==> config.mk <==
export PLATFORM = sky130hd
export DESIGN_NAME = conv_tile_sched_flat
export DESIGN_NICKNAME = d
export VERILOG_FILES = /design/src/rtl/conv_sched_pkg.sv /design/src/rtl/conv_tile_sched_if.sv /design/src/rtl/conv_tile_iter.sv /design/src/rtl/conv_tile_sched.sv /design/src/flat_wrapper.sv
export SDC_FILE = /design/constraint.sdc
export NUM_CORES = 1
export LEC_CHECK = 0
export CORE_UTILIZATION = 45
export CTS_CLUSTER_SIZE = 10
export DETAILED_ROUTE_END_ITERATION = 16
export GPL_TIMING_DRIVEN = 0
export PLACE_DENSITY_LB_ADDON = 0.15
export RECOVER_POWER = 25
export SLEW_MARGIN = 40
export SYNTH_ARGS = -nofsm -noshare
export SYNTH_HDL_FRONTEND = slang
export SYNTH_SLANG_ARGS = --single-unit
==> constraint.sdc <==
create_clock -name clk -period 6.73 [get_ports clk]
set_input_delay 1.346 -clock clk [delete_from_list [all_inputs] [get_ports clk]]
set_output_delay 1.346 -clock clk [all_outputs]
set_load 0.01 [all_outputs]
==> src/rtl/conv_sched_pkg.sv <==
// Shared types and constants for the convolution tile scheduler.
package conv_sched_pkg;

    // Scheduler FSM encoding
    typedef enum logic [2:0] {
        ST_IDLE  = 3'd0,
        ST_LOAD  = 3'd1,
        ST_COMP  = 3'd2,
        ST_GAP   = 3'd3,
        ST_STORE = 3'd4,
        ST_NEXT  = 3'd5
    } sched_state_e;

    // Default layer geometry
    localparam int DEF_N         = 32;
    localparam int DEF_M         = 32;
    localparam int DEF_R         = 64;
    localparam int DEF_C         = 16;
    localparam int DEF_TN        = 16;
    localparam int DEF_TM        = 16;
    localparam int DEF_TR        = 64;
    localparam int DEF_TC        = 16;
    localparam int DEF_K         = 3;
    localparam int DEF_AW        = 32;
    localparam int DEF_STORE_GAP = 100;

    // Number of tiles along one dimension
    function automatic int tiles_per_dim(input int total, input int tile);
        return total / tile;
    endfunction

    // Total tile count for a layer
    function automatic int total_tiles(input int n, input int tn, input int m, input int tm,
                                       input int r, input int tr, input int c, input int tc);
        return tiles_per_dim(n, tn) * tiles_per_dim(r, tr) * tiles_per_dim(c, tc) * tiles_per_dim(m, tm);
    endfunction

    // Weights per kernel plane
    function automatic int kernel_area(input int k);
        return k * k;
    endfunction

    // Width of the gap counter; at least one bit so the register always exists
    function automatic int gap_cnt_width(input int gap);
        return (gap < 2) ? 1 : $clog2(gap + 1);
    endfunction

    localparam int DEF_N_TILES = tiles_per_dim(DEF_N, DEF_TN);
    localparam int DEF_M_TILES = tiles_per_dim(DEF_M, DEF_TM);
    localparam int DEF_R_TILES = tiles_per_dim(DEF_R, DEF_TR);
    localparam int DEF_C_TILES = tiles_per_dim(DEF_C, DEF_TC);
    localparam int DEF_T       = total_tiles(DEF_N, DEF_TN, DEF_M, DEF_TM, DEF_R, DEF_TR, DEF_C, DEF_TC);
    localparam int DEF_KK      = kernel_area(DEF_K);
    localparam int DEF_GAP_W   = gap_cnt_width(DEF_STORE_GAP);

endpackage

==> src/rtl/conv_tile_sched_if.sv <==
// Handshake bundle between the tile scheduler and the host / load-compute-store engines.
interface conv_tile_sched_if import conv_sched_pkg::*; #(parameter int AW = DEF_AW) ();

    logic          conv_start;
    logic          in_fm_load_done;
    logic          weight_load_done;
    logic          out_fm_load_done;
    logic          conv_computing_done;
    logic          conv_tile_store_done;
    logic          in_fm_load_start;
    logic          weight_load_start;
    logic          out_fm_load_start;
    logic          conv_computing_start;
    logic          conv_tile_store_start;
    logic [AW-1:0] in_fm_base;
    logic [AW-1:0] weight_base;
    logic [AW-1:0] out_fm_base;
    logic [AW-1:0] tile_cnt;
    logic          busy;
    logic          conv_done;

    // Scheduler side
    modport master (
        input  conv_start, in_fm_load_done, weight_load_done, out_fm_load_done,
               conv_computing_done, conv_tile_store_done,
        output in_fm_load_start, weight_load_start, out_fm_load_start,
               conv_computing_start, conv_tile_store_start,
               in_fm_base, weight_base, out_fm_base, tile_cnt, busy, conv_done
    );

    // Host / engine side
    modport slave (
        output conv_start, in_fm_load_done, weight_load_done, out_fm_load_done,
               conv_computing_done, conv_tile_store_done,
        input  in_fm_load_start, weight_load_start, out_fm_load_start,
               conv_computing_start, conv_tile_store_start,
               in_fm_base, weight_base, out_fm_base, tile_cnt, busy, conv_done
    );

endinterface

==> src/rtl/conv_tile_iter.sv <==
// Nested n0/r0/c0/m0 tile counters (m0 innermost) with registered base addresses.
// Bases are computed from the next-index values so they change on the same edge as the indices.
module conv_tile_iter import conv_sched_pkg::*; #(
    parameter int N  = DEF_N,
    parameter int M  = DEF_M,
    parameter int R  = DEF_R,
    parameter int C  = DEF_C,
    parameter int Tn = DEF_TN,
    parameter int Tm = DEF_TM,
    parameter int Tr = DEF_TR,
    parameter int Tc = DEF_TC,
    parameter int K  = DEF_K,
    parameter int AW = DEF_AW
) (
    input  logic          clk,
    input  logic          rst,
    input  logic          advance,
    input  logic          clear,
    output logic          last,
    output logic [AW-1:0] in_fm_base,
    output logic [AW-1:0] weight_base,
    output logic [AW-1:0] out_fm_base,
    output logic [AW-1:0] tile_cnt
);

    localparam logic [AW-1:0] M_L    = AW'(M);
    localparam logic [AW-1:0] R_L    = AW'(R);
    localparam logic [AW-1:0] C_L    = AW'(C);
    localparam logic [AW-1:0] KK_L   = AW'(kernel_area(K));
    localparam logic [AW-1:0] TN_L   = AW'(Tn);
    localparam logic [AW-1:0] TM_L   = AW'(Tm);
    localparam logic [AW-1:0] TR_L   = AW'(Tr);
    localparam logic [AW-1:0] TC_L   = AW'(Tc);
    localparam logic [AW-1:0] N_LAST = AW'(N - Tn);
    localparam logic [AW-1:0] M_LAST = AW'(M - Tm);
    localparam logic [AW-1:0] R_LAST = AW'(R - Tr);
    localparam logic [AW-1:0] C_LAST = AW'(C - Tc);

    logic [AW-1:0] n0_r, r0_r, c0_r, m0_r, tile_r;
    logic [AW-1:0] n0_s, r0_s, c0_s, m0_s, tile_s;
    logic [AW-1:0] in_fm_base_r, weight_base_r, out_fm_base_r;
    logic          m_wrap_s, c_wrap_s, r_wrap_s, n_wrap_s;

    // Next-index selection: innermost-first wrap with carry
    always_comb begin
        n0_s     = n0_r;
        r0_s     = r0_r;
        c0_s     = c0_r;
        m0_s     = m0_r;
        tile_s   = tile_r;
        m_wrap_s = (m0_r == M_LAST);
        c_wrap_s = (c0_r == C_LAST);
        r_wrap_s = (r0_r == R_LAST);
        n_wrap_s = (n0_r == N_LAST);
        if (clear) begin
            n0_s   = '0;
            r0_s   = '0;
            c0_s   = '0;
            m0_s   = '0;
            tile_s = '0;
        end else if (advance) begin
            tile_s = tile_r + AW'(1);
            if (m_wrap_s) begin
                m0_s = '0;
                if (c_wrap_s) begin
                    c0_s = '0;
                    if (r_wrap_s) begin
                        r0_s = '0;
                        n0_s = n_wrap_s ? '0 : (n0_r + TN_L);
                    end else begin
                        r0_s = r0_r + TR_L;
                    end
                end else begin
                    c0_s = c0_r + TC_L;
                end
            end else begin
                m0_s = m0_r + TM_L;
            end
        end else begin
            tile_s = tile_r;
        end
    end

    // Index and base-address registers
    always_ff @(posedge clk) begin
        if (!rst) begin
            n0_r          <= '0;
            r0_r          <= '0;
            c0_r          <= '0;
            m0_r          <= '0;
            tile_r        <= '0;
            in_fm_base_r  <= '0;
            weight_base_r <= '0;
            out_fm_base_r <= '0;
        end else begin
            n0_r          <= n0_s;
            r0_r          <= r0_s;
            c0_r          <= c0_s;
            m0_r          <= m0_s;
            tile_r        <= tile_s;
            in_fm_base_r  <= (m0_s * R_L + r0_s) * C_L + c0_s;
            weight_base_r <= (n0_s * M_L + m0_s) * KK_L;
            out_fm_base_r <= (n0_s * R_L + r0_s) * C_L + c0_s;
        end
    end

    assign last        = (n0_r == N_LAST) && (r0_r == R_LAST) && (c0_r == C_LAST) && (m0_r == M_LAST);
    assign in_fm_base  = in_fm_base_r;
    assign weight_base = weight_base_r;
    assign out_fm_base = out_fm_base_r;
    assign tile_cnt    = tile_r;

endmodule

==> src/rtl/conv_tile_sched.sv <==
// Layer-level tile scheduler: sequences load, compute, gap and store for every tile.
module conv_tile_sched import conv_sched_pkg::*; #(
    parameter int N         = DEF_N,
    parameter int M         = DEF_M,
    parameter int R         = DEF_R,
    parameter int C         = DEF_C,
    parameter int Tn        = DEF_TN,
    parameter int Tm        = DEF_TM,
    parameter int Tr        = DEF_TR,
    parameter int Tc        = DEF_TC,
    parameter int K         = DEF_K,
    parameter int AW        = DEF_AW,
    parameter int STORE_GAP = DEF_STORE_GAP
) (
    input logic               clk,
    input logic               rst,
    conv_tile_sched_if.master bus
);

    localparam int            GW         = gap_cnt_width(STORE_GAP);
    localparam bit            GAP_BYPASS = (STORE_GAP == 0);
    // The GAP state itself accounts for one of the idle cycles
    localparam logic [GW-1:0] GAP_LOAD   = (STORE_GAP > 0) ? GW'(STORE_GAP - 1) : '0;

    sched_state_e  st_r, st_s;
    logic          in_stk_r, w_stk_r, out_stk_r;
    logic          in_stk_s, w_stk_s, out_stk_s;
    logic [GW-1:0] gap_r, gap_s;
    logic          all_loaded_s;
    logic          last_s, advance_s, clear_s;
    logic          ld_start_s, comp_start_s, store_start_s, done_s, busy_s;
    logic          ld_start_r, comp_start_r, store_start_r, done_r, busy_r;
    logic [AW-1:0] in_fm_base_s, weight_base_s, out_fm_base_s, tile_cnt_s;

    // Same-cycle done pulses count toward completion
    assign all_loaded_s = (in_stk_r  | bus.in_fm_load_done)  &
                          (w_stk_r   | bus.weight_load_done) &
                          (out_stk_r | bus.out_fm_load_done);

    conv_tile_iter #(
        .N(N), .M(M), .R(R), .C(C), .Tn(Tn), .Tm(Tm), .Tr(Tr), .Tc(Tc), .K(K), .AW(AW)
    ) u_iter (
        .clk         (clk),
        .rst         (rst),
        .advance     (advance_s),
        .clear       (clear_s),
        .last        (last_s),
        .in_fm_base  (in_fm_base_s),
        .weight_base (weight_base_s),
        .out_fm_base (out_fm_base_s),
        .tile_cnt    (tile_cnt_s)
    );

    // Next-state logic
    always_comb begin
        st_s = st_r;
        case (st_r)
            ST_IDLE:  if (bus.conv_start) st_s = ST_LOAD; else st_s = ST_IDLE;
            ST_LOAD:  if (all_loaded_s) st_s = ST_COMP; else st_s = ST_LOAD;
            ST_COMP:  if (bus.conv_computing_done) st_s = GAP_BYPASS ? ST_STORE : ST_GAP;
                      else st_s = ST_COMP;
            ST_GAP:   if (gap_r == '0) st_s = ST_STORE; else st_s = ST_GAP;
            ST_STORE: if (bus.conv_tile_store_done) st_s = ST_NEXT; else st_s = ST_STORE;
            ST_NEXT:  if (last_s) st_s = ST_IDLE; else st_s = ST_LOAD;
            default:  st_s = ST_IDLE;
        endcase
    end

    // Output, sticky-bit and gap-counter next values
    always_comb begin
        ld_start_s    = ((st_r == ST_IDLE) && bus.conv_start) || ((st_r == ST_NEXT) && !last_s);
        comp_start_s  = (st_r == ST_LOAD) && all_loaded_s;
        store_start_s = ((st_r == ST_COMP) && bus.conv_computing_done && GAP_BYPASS) ||
                        ((st_r == ST_GAP) && (gap_r == '0));
        done_s        = (st_r == ST_NEXT) && last_s;
        busy_s        = (st_s != ST_IDLE);
        advance_s     = (st_r == ST_NEXT) && !last_s;
        clear_s       = done_s;
        if (ld_start_s) begin
            in_stk_s  = 1'b0;
            w_stk_s   = 1'b0;
            out_stk_s = 1'b0;
        end else if (st_r == ST_LOAD) begin
            in_stk_s  = in_stk_r  | bus.in_fm_load_done;
            w_stk_s   = w_stk_r   | bus.weight_load_done;
            out_stk_s = out_stk_r | bus.out_fm_load_done;
        end else begin
            in_stk_s  = in_stk_r;
            w_stk_s   = w_stk_r;
            out_stk_s = out_stk_r;
        end
        if ((st_r == ST_COMP) && bus.conv_computing_done) begin
            gap_s = GAP_LOAD;
        end else if ((st_r == ST_GAP) && (gap_r != '0)) begin
            gap_s = gap_r - GW'(1);
        end else begin
            gap_s = gap_r;
        end
    end

    // State, sticky bits, gap counter and registered outputs
    always_ff @(posedge clk) begin
        if (!rst) begin
            st_r          <= ST_IDLE;
            in_stk_r      <= 1'b0;
            w_stk_r       <= 1'b0;
            out_stk_r     <= 1'b0;
            gap_r         <= '0;
            ld_start_r    <= 1'b0;
            comp_start_r  <= 1'b0;
            store_start_r <= 1'b0;
            done_r        <= 1'b0;
            busy_r        <= 1'b0;
        end else begin
            st_r          <= st_s;
            in_stk_r      <= in_stk_s;
            w_stk_r       <= w_stk_s;
            out_stk_r     <= out_stk_s;
            gap_r         <= gap_s;
            ld_start_r    <= ld_start_s;
            comp_start_r  <= comp_start_s;
            store_start_r <= store_start_s;
            done_r        <= done_s;
            busy_r        <= busy_s;
        end
    end

    assign bus.in_fm_load_start      = ld_start_r;
    assign bus.weight_load_start     = ld_start_r;
    assign bus.out_fm_load_start     = ld_start_r;
    assign bus.conv_computing_start  = comp_start_r;
    assign bus.conv_tile_store_start = store_start_r;
    assign bus.conv_done             = done_r;
    assign bus.busy                  = busy_r;
    assign bus.in_fm_base            = in_fm_base_s;
    assign bus.weight_base           = weight_base_s;
    assign bus.out_fm_base           = out_fm_base_s;
    assign bus.tile_cnt              = tile_cnt_s;

endmodule

==> src/flat_wrapper.sv <==
// flat-port wrapper written by rule: the top's interface ports become plain ports
module conv_tile_sched_flat import conv_sched_pkg::*;
#(
    parameter int N         = DEF_N,
    parameter int M         = DEF_M,
    parameter int R         = DEF_R,
    parameter int C         = DEF_C,
    parameter int Tn        = DEF_TN,
    parameter int Tm        = DEF_TM,
    parameter int Tr        = DEF_TR,
    parameter int Tc        = DEF_TC,
    parameter int K         = DEF_K,
    parameter int AW        = DEF_AW,
    parameter int STORE_GAP = DEF_STORE_GAP
)
  (clk, rst, bus_conv_start, bus_in_fm_load_done, bus_weight_load_done, bus_out_fm_load_done, bus_conv_computing_done, bus_conv_tile_store_done, bus_in_fm_load_start, bus_weight_load_start, bus_out_fm_load_start, bus_conv_computing_start, bus_conv_tile_store_start, bus_in_fm_base, bus_weight_base, bus_out_fm_base, bus_tile_cnt, bus_busy, bus_conv_done);
  conv_tile_sched_if #(.AW(AW)) bus_i ();
  input logic clk;
  input logic rst;
  input wire logic [$bits(bus_i.conv_start)-1:0] bus_conv_start;
  input wire logic [$bits(bus_i.in_fm_load_done)-1:0] bus_in_fm_load_done;
  input wire logic [$bits(bus_i.weight_load_done)-1:0] bus_weight_load_done;
  input wire logic [$bits(bus_i.out_fm_load_done)-1:0] bus_out_fm_load_done;
  input wire logic [$bits(bus_i.conv_computing_done)-1:0] bus_conv_computing_done;
  input wire logic [$bits(bus_i.conv_tile_store_done)-1:0] bus_conv_tile_store_done;
  output wire logic [$bits(bus_i.in_fm_load_start)-1:0] bus_in_fm_load_start;
  output wire logic [$bits(bus_i.weight_load_start)-1:0] bus_weight_load_start;
  output wire logic [$bits(bus_i.out_fm_load_start)-1:0] bus_out_fm_load_start;
  output wire logic [$bits(bus_i.conv_computing_start)-1:0] bus_conv_computing_start;
  output wire logic [$bits(bus_i.conv_tile_store_start)-1:0] bus_conv_tile_store_start;
  output wire logic [$bits(bus_i.in_fm_base)-1:0] bus_in_fm_base;
  output wire logic [$bits(bus_i.weight_base)-1:0] bus_weight_base;
  output wire logic [$bits(bus_i.out_fm_base)-1:0] bus_out_fm_base;
  output wire logic [$bits(bus_i.tile_cnt)-1:0] bus_tile_cnt;
  output wire logic [$bits(bus_i.busy)-1:0] bus_busy;
  output wire logic [$bits(bus_i.conv_done)-1:0] bus_conv_done;
  assign bus_i.conv_start = bus_conv_start;
  assign bus_i.in_fm_load_done = bus_in_fm_load_done;
  assign bus_i.weight_load_done = bus_weight_load_done;
  assign bus_i.out_fm_load_done = bus_out_fm_load_done;
  assign bus_i.conv_computing_done = bus_conv_computing_done;
  assign bus_i.conv_tile_store_done = bus_conv_tile_store_done;
  assign bus_in_fm_load_start = bus_i.in_fm_load_start;
  assign bus_weight_load_start = bus_i.weight_load_start;
  assign bus_out_fm_load_start = bus_i.out_fm_load_start;
  assign bus_conv_computing_start = bus_i.conv_computing_start;
  assign bus_conv_tile_store_start = bus_i.conv_tile_store_start;
  assign bus_in_fm_base = bus_i.in_fm_base;
  assign bus_weight_base = bus_i.weight_base;
  assign bus_out_fm_base = bus_i.out_fm_base;
  assign bus_tile_cnt = bus_i.tile_cnt;
  assign bus_busy = bus_i.busy;
  assign bus_conv_done = bus_i.conv_done;
  conv_tile_sched #(.N(N), .M(M), .R(R), .C(C), .Tn(Tn), .Tm(Tm), .Tr(Tr), .Tc(Tc), .K(K), .AW(AW), .STORE_GAP(STORE_GAP)) u_core (.clk(clk), .rst(rst), .bus(bus_i));
endmodule
==> reports/summary.txt <==
outcome -> finished, final reports clean
Initial Utilization -> 0.4614
Tcrit/Tclk final -> 0.9868
top post-synthesis cells by count -> dfxtp_1, nor2_1, ha_1
Syn Inst Count -> 2078
Buf/Inv on CP -> 7
Yosys cell types -> 80
initial antenna violation count -> 1
largest net degree at the start of global routing -> 16
area leader, netlist -> dfxtp_1
Avg Inst Size Synth -> 8.186 um2
DR WL/cell -> 18.77 um
Hold Fails Final Rpt -> 0
crit path time final -> 6.641 ns
Hold EP -> u_core.out_stk_r$_SDFFE_PP0P_
Area after DPL -> 19060 um2
leakage power -> 9.314 nW
Routed Antenna Nets -> 0
final setup fails -> 0
FMAX -> 0.1506 GHz
RSZ-0062 raised after global routing -> yes
Worst Hold Path Cells -> 2
final instance area -> 21680 um2
top cell type's share of synthesized area -> 0.2977
initial drt markers -> 1027
Synth Cell Area -> 17010 um2
Area contributors post-synth -> dfxtp_1, ha_1, xnor2_1
Die Y -> 196.4 um
Yosys reg bits -> 253
Initial DRT Pass Iterations -> 6
CTS Hold Bufs -> 0
FF-to-FF path depth -> 30
CP top delay family -> compound AO/OA/AOI/OAI gates
buffers added on ports -> 134
Most common cell on crit path -> buf_6
Worst-path clk slew -> 0.06 ns
Worst R2R End -> u_core.u_iter.weight_base[31]$_SDFF_PN0_
final setup skew -> 0.01622 ns
Slew headroom -> 0.1608
gr ovfl total -> 0
CTS buffer count -> 31
Final Core Density -> 0.5880
startpoint types -> flop
FP Rows -> 70
async set-reset flop share out of synthesis -> 0
vias -> 15800
CP Capture Type -> flop
Worst Tran Pin Value -> 1.259 ns
placed insts -> 2723
pre-CTS setup slack -> -1.485 ns
CTS tree -> yes
die width -> 196.4 um
Ports -> 143
CTS max path bufs -> 3
area added between synthesis and finish -> 27.44%
first-pass GRT wire length -> 80170 um
pwr dens -> 146.4 nW/um2
vias in the first global route -> 14530
Max FO, Critical Path -> 5
critical hold path startpoint -> u_core.out_stk_r$_SDFFE_PP0P_
CP required -> 7.18 ns
MaxCap Viol Count -> 0
Final Worst Setup Slack -> 0.08915 ns
Ys Warns -> 0
worst r2r src -> u_core.u_iter.c0_r[4]$_SDFF_PN0_
Seq/Total Area, Yosys -> 0.2977
ys flop type -> dfxtp_1
Reg2Reg Setup Slack -> 0.09 ns
DP HPWL -> 39910 um
Final Slew Violations -> 0
slowest cell on the critical path -> or4_4
Sink Count -> 253
GP Congestion -> 0.9666
worst-skew pair later-pin latency -> 0.59 ns
core box area -> 36870 um2
WP data arrival -> 7.10 ns
Via density -> 5.600
worst setup path category -> reg -> reg
DR DRC count -> 0
fin nets -> 2483
fin cells -> 2822
share of layout cells above drive strength 1 -> 0.1420
clock root buffer -> clkbuf_16
number of synthesized flops with an enable pin -> 0
die area -> 38580 um2
GRT Util Overall -> 0.2648
top-count cell post-synth -> dfxtp_1
Worst Hold Class -> reg -> reg
H-tree depth -> 1
slowest stage delay, CP -> 0.63 ns
Worst IR Drop VDD -> 0.0001818 V
WL final -> 52970 um
-- worst min-delay path: stages, from the launching register on --
cell     delay, ns
dfxtp_1       0.33
a31oi_1       0.05
nor2_1        0.07
-- how the worst max path moves through the flow --
stage | from | to | cells after the start
5_1_grt | u_core.u_iter.m0_r[13]$_SDFF_PN0_ | u_core.u_iter.weight_base[31]$_SDFF_PN0_ | 31
4_1_cts | u_core.u_iter.c0_r[12]$_SDFF_PN0_ | u_core.u_iter.weight_base[31]$_SDFF_PN0_ | 33
2_1_floorplan | u_core.u_iter.m0_r[4]$_SDFF_PN0_ | u_core.u_iter.weight_base[31]$_SDFF_PN0_ | 29
6_report | u_core.u_iter.c0_r[4]$_SDFF_PN0_ | u_core.u_iter.weight_base[31]$_SDFF_PN0_ | 30
3_3_place_gp | u_core.u_iter.r0_r[28]$_SDFFE_PP0P_ | u_core.u_iter.weight_base[31]$_SDFF_PN0_ | 24
3_5_place_dp | u_core.u_iter.r0_r[28]$_SDFFE_PP0P_ | u_core.u_iter.weight_base[31]$_SDFF_PN0_ | 24
-- flip-flops by register name, indices dropped and copies added, names as in the netlist --
register and cells:
u_core.u_iter.weight_base 29, u_core.u_iter.m0_r 32, u_core.u_iter.out_fm_base 22, u_core.bus.conv_done 1, u_core.u_iter.tile_cnt 32, u_core.out_stk_r 1, u_core.bus.conv_tile_store_start 1, u_core.w_stk_r 1
u_core.gap_r 7, u_core.u_iter.n0_r 32, u_core.u_iter.c0_r 28, u_core.st_r 3, u_core.bus.busy 1, u_core.in_stk_r 1, u_core.bus.conv_computing_start 1, u_core.bus.in_fm_load_start 1
u_core.u_iter.in_fm_base 28, u_core.u_iter.r0_r 32
-- where the power goes --
| group | internal (mW) | switching (mW) |
|---|---|---|
| registers | 1.50 | 0.00176 |
| logic | 0.0230 | 0.0596 |
| clock network | 0.942 | 0.645 |
-- layout make-up --
class	count	area, um2
multi-input combinational	1670	12560
antenna	1	2.502
clock buffer	40	849.6
buffer	76	384.1
inverter	80	302.8
fill	3230	15190
timing repair buffer	193	1795
sequential	253	5079
tap	504	630.6
clock inverter	5	78.83
-- layout by cell type, fill, tap and decap left out, types with 9 or more instances in the layout --
master             n
inv_1             74
nand4_1           30
a211oi_1          12
nand3_1           81
clkbuf_1          47
dfxtp_1          246
nor2_1           224
and2_1            93
clkbuf_16         31
nor3_2             9
xnor2_1          146
o21a_1            18
nand2_1          139
nor4_2            15
a21oi_2           12
and3_1            43
o21ai_0           63
o21bai_1          10
o31ai_1           14
xor2_1            71
nor4_1            19
nor4_4            13
buf_4             74
nor2b_1           24
xnor2_2           12
a21oi_1           82
ha_1             149
nor3_1            61
nand2b_1          16
a31oi_1           23
a21o_1            30
ha_4               9
or3_1             27
or2_2             17
clkdlybuf4s50_1  133
-- routing by layer --
metal / vias to the layer above / global-route usage / wire length [um]
met5: - / 0 / 8
met4: 2 / 0.07378 / 1890
met3: 114 / 0.02909 / 3080
met2: 444 / 0.4247 / 23380
met1: 7474 / 0.3743 / 24610
li1: 7770 / - / -
-- what timing repair did --
item	CTS	global route
setup endpoints to repair	21	16
gates cloned	0	0
buffers inserted	23	36
pin swaps	18	60
resized for setup	63	167
-- logic make-up (layout without fill, tap and decap cells) --
logic type,count (synthesis),in the layout,synth area share
DFF,253,253,0.2977
buffers and inverters,162,394,0.04089
xor gates and xnor gates,243,243,0.1251
muxes,3,3,0.002059
other,1,9,0.0002204
AOI/OAI and AO/OA,358,358,0.1366
and+or+nand+nor,883,883,0.2677
adders and majority gates,175,175,0.1297
-- metrics by stage --
step	TNS, ns	hold slack [ns]	power [mW]
final	0	0.4822	3.173
after global routing	-0.5884	0.5258	3.265
after CTS	-0.04097	0.4807	3.200
after detailed placement	-9.037	0.4659	1.618
after global placement	-10.74	0.4491	1.617
after floorplan	0	0.4372	1.577
Power figures use the tool's default switching activity.
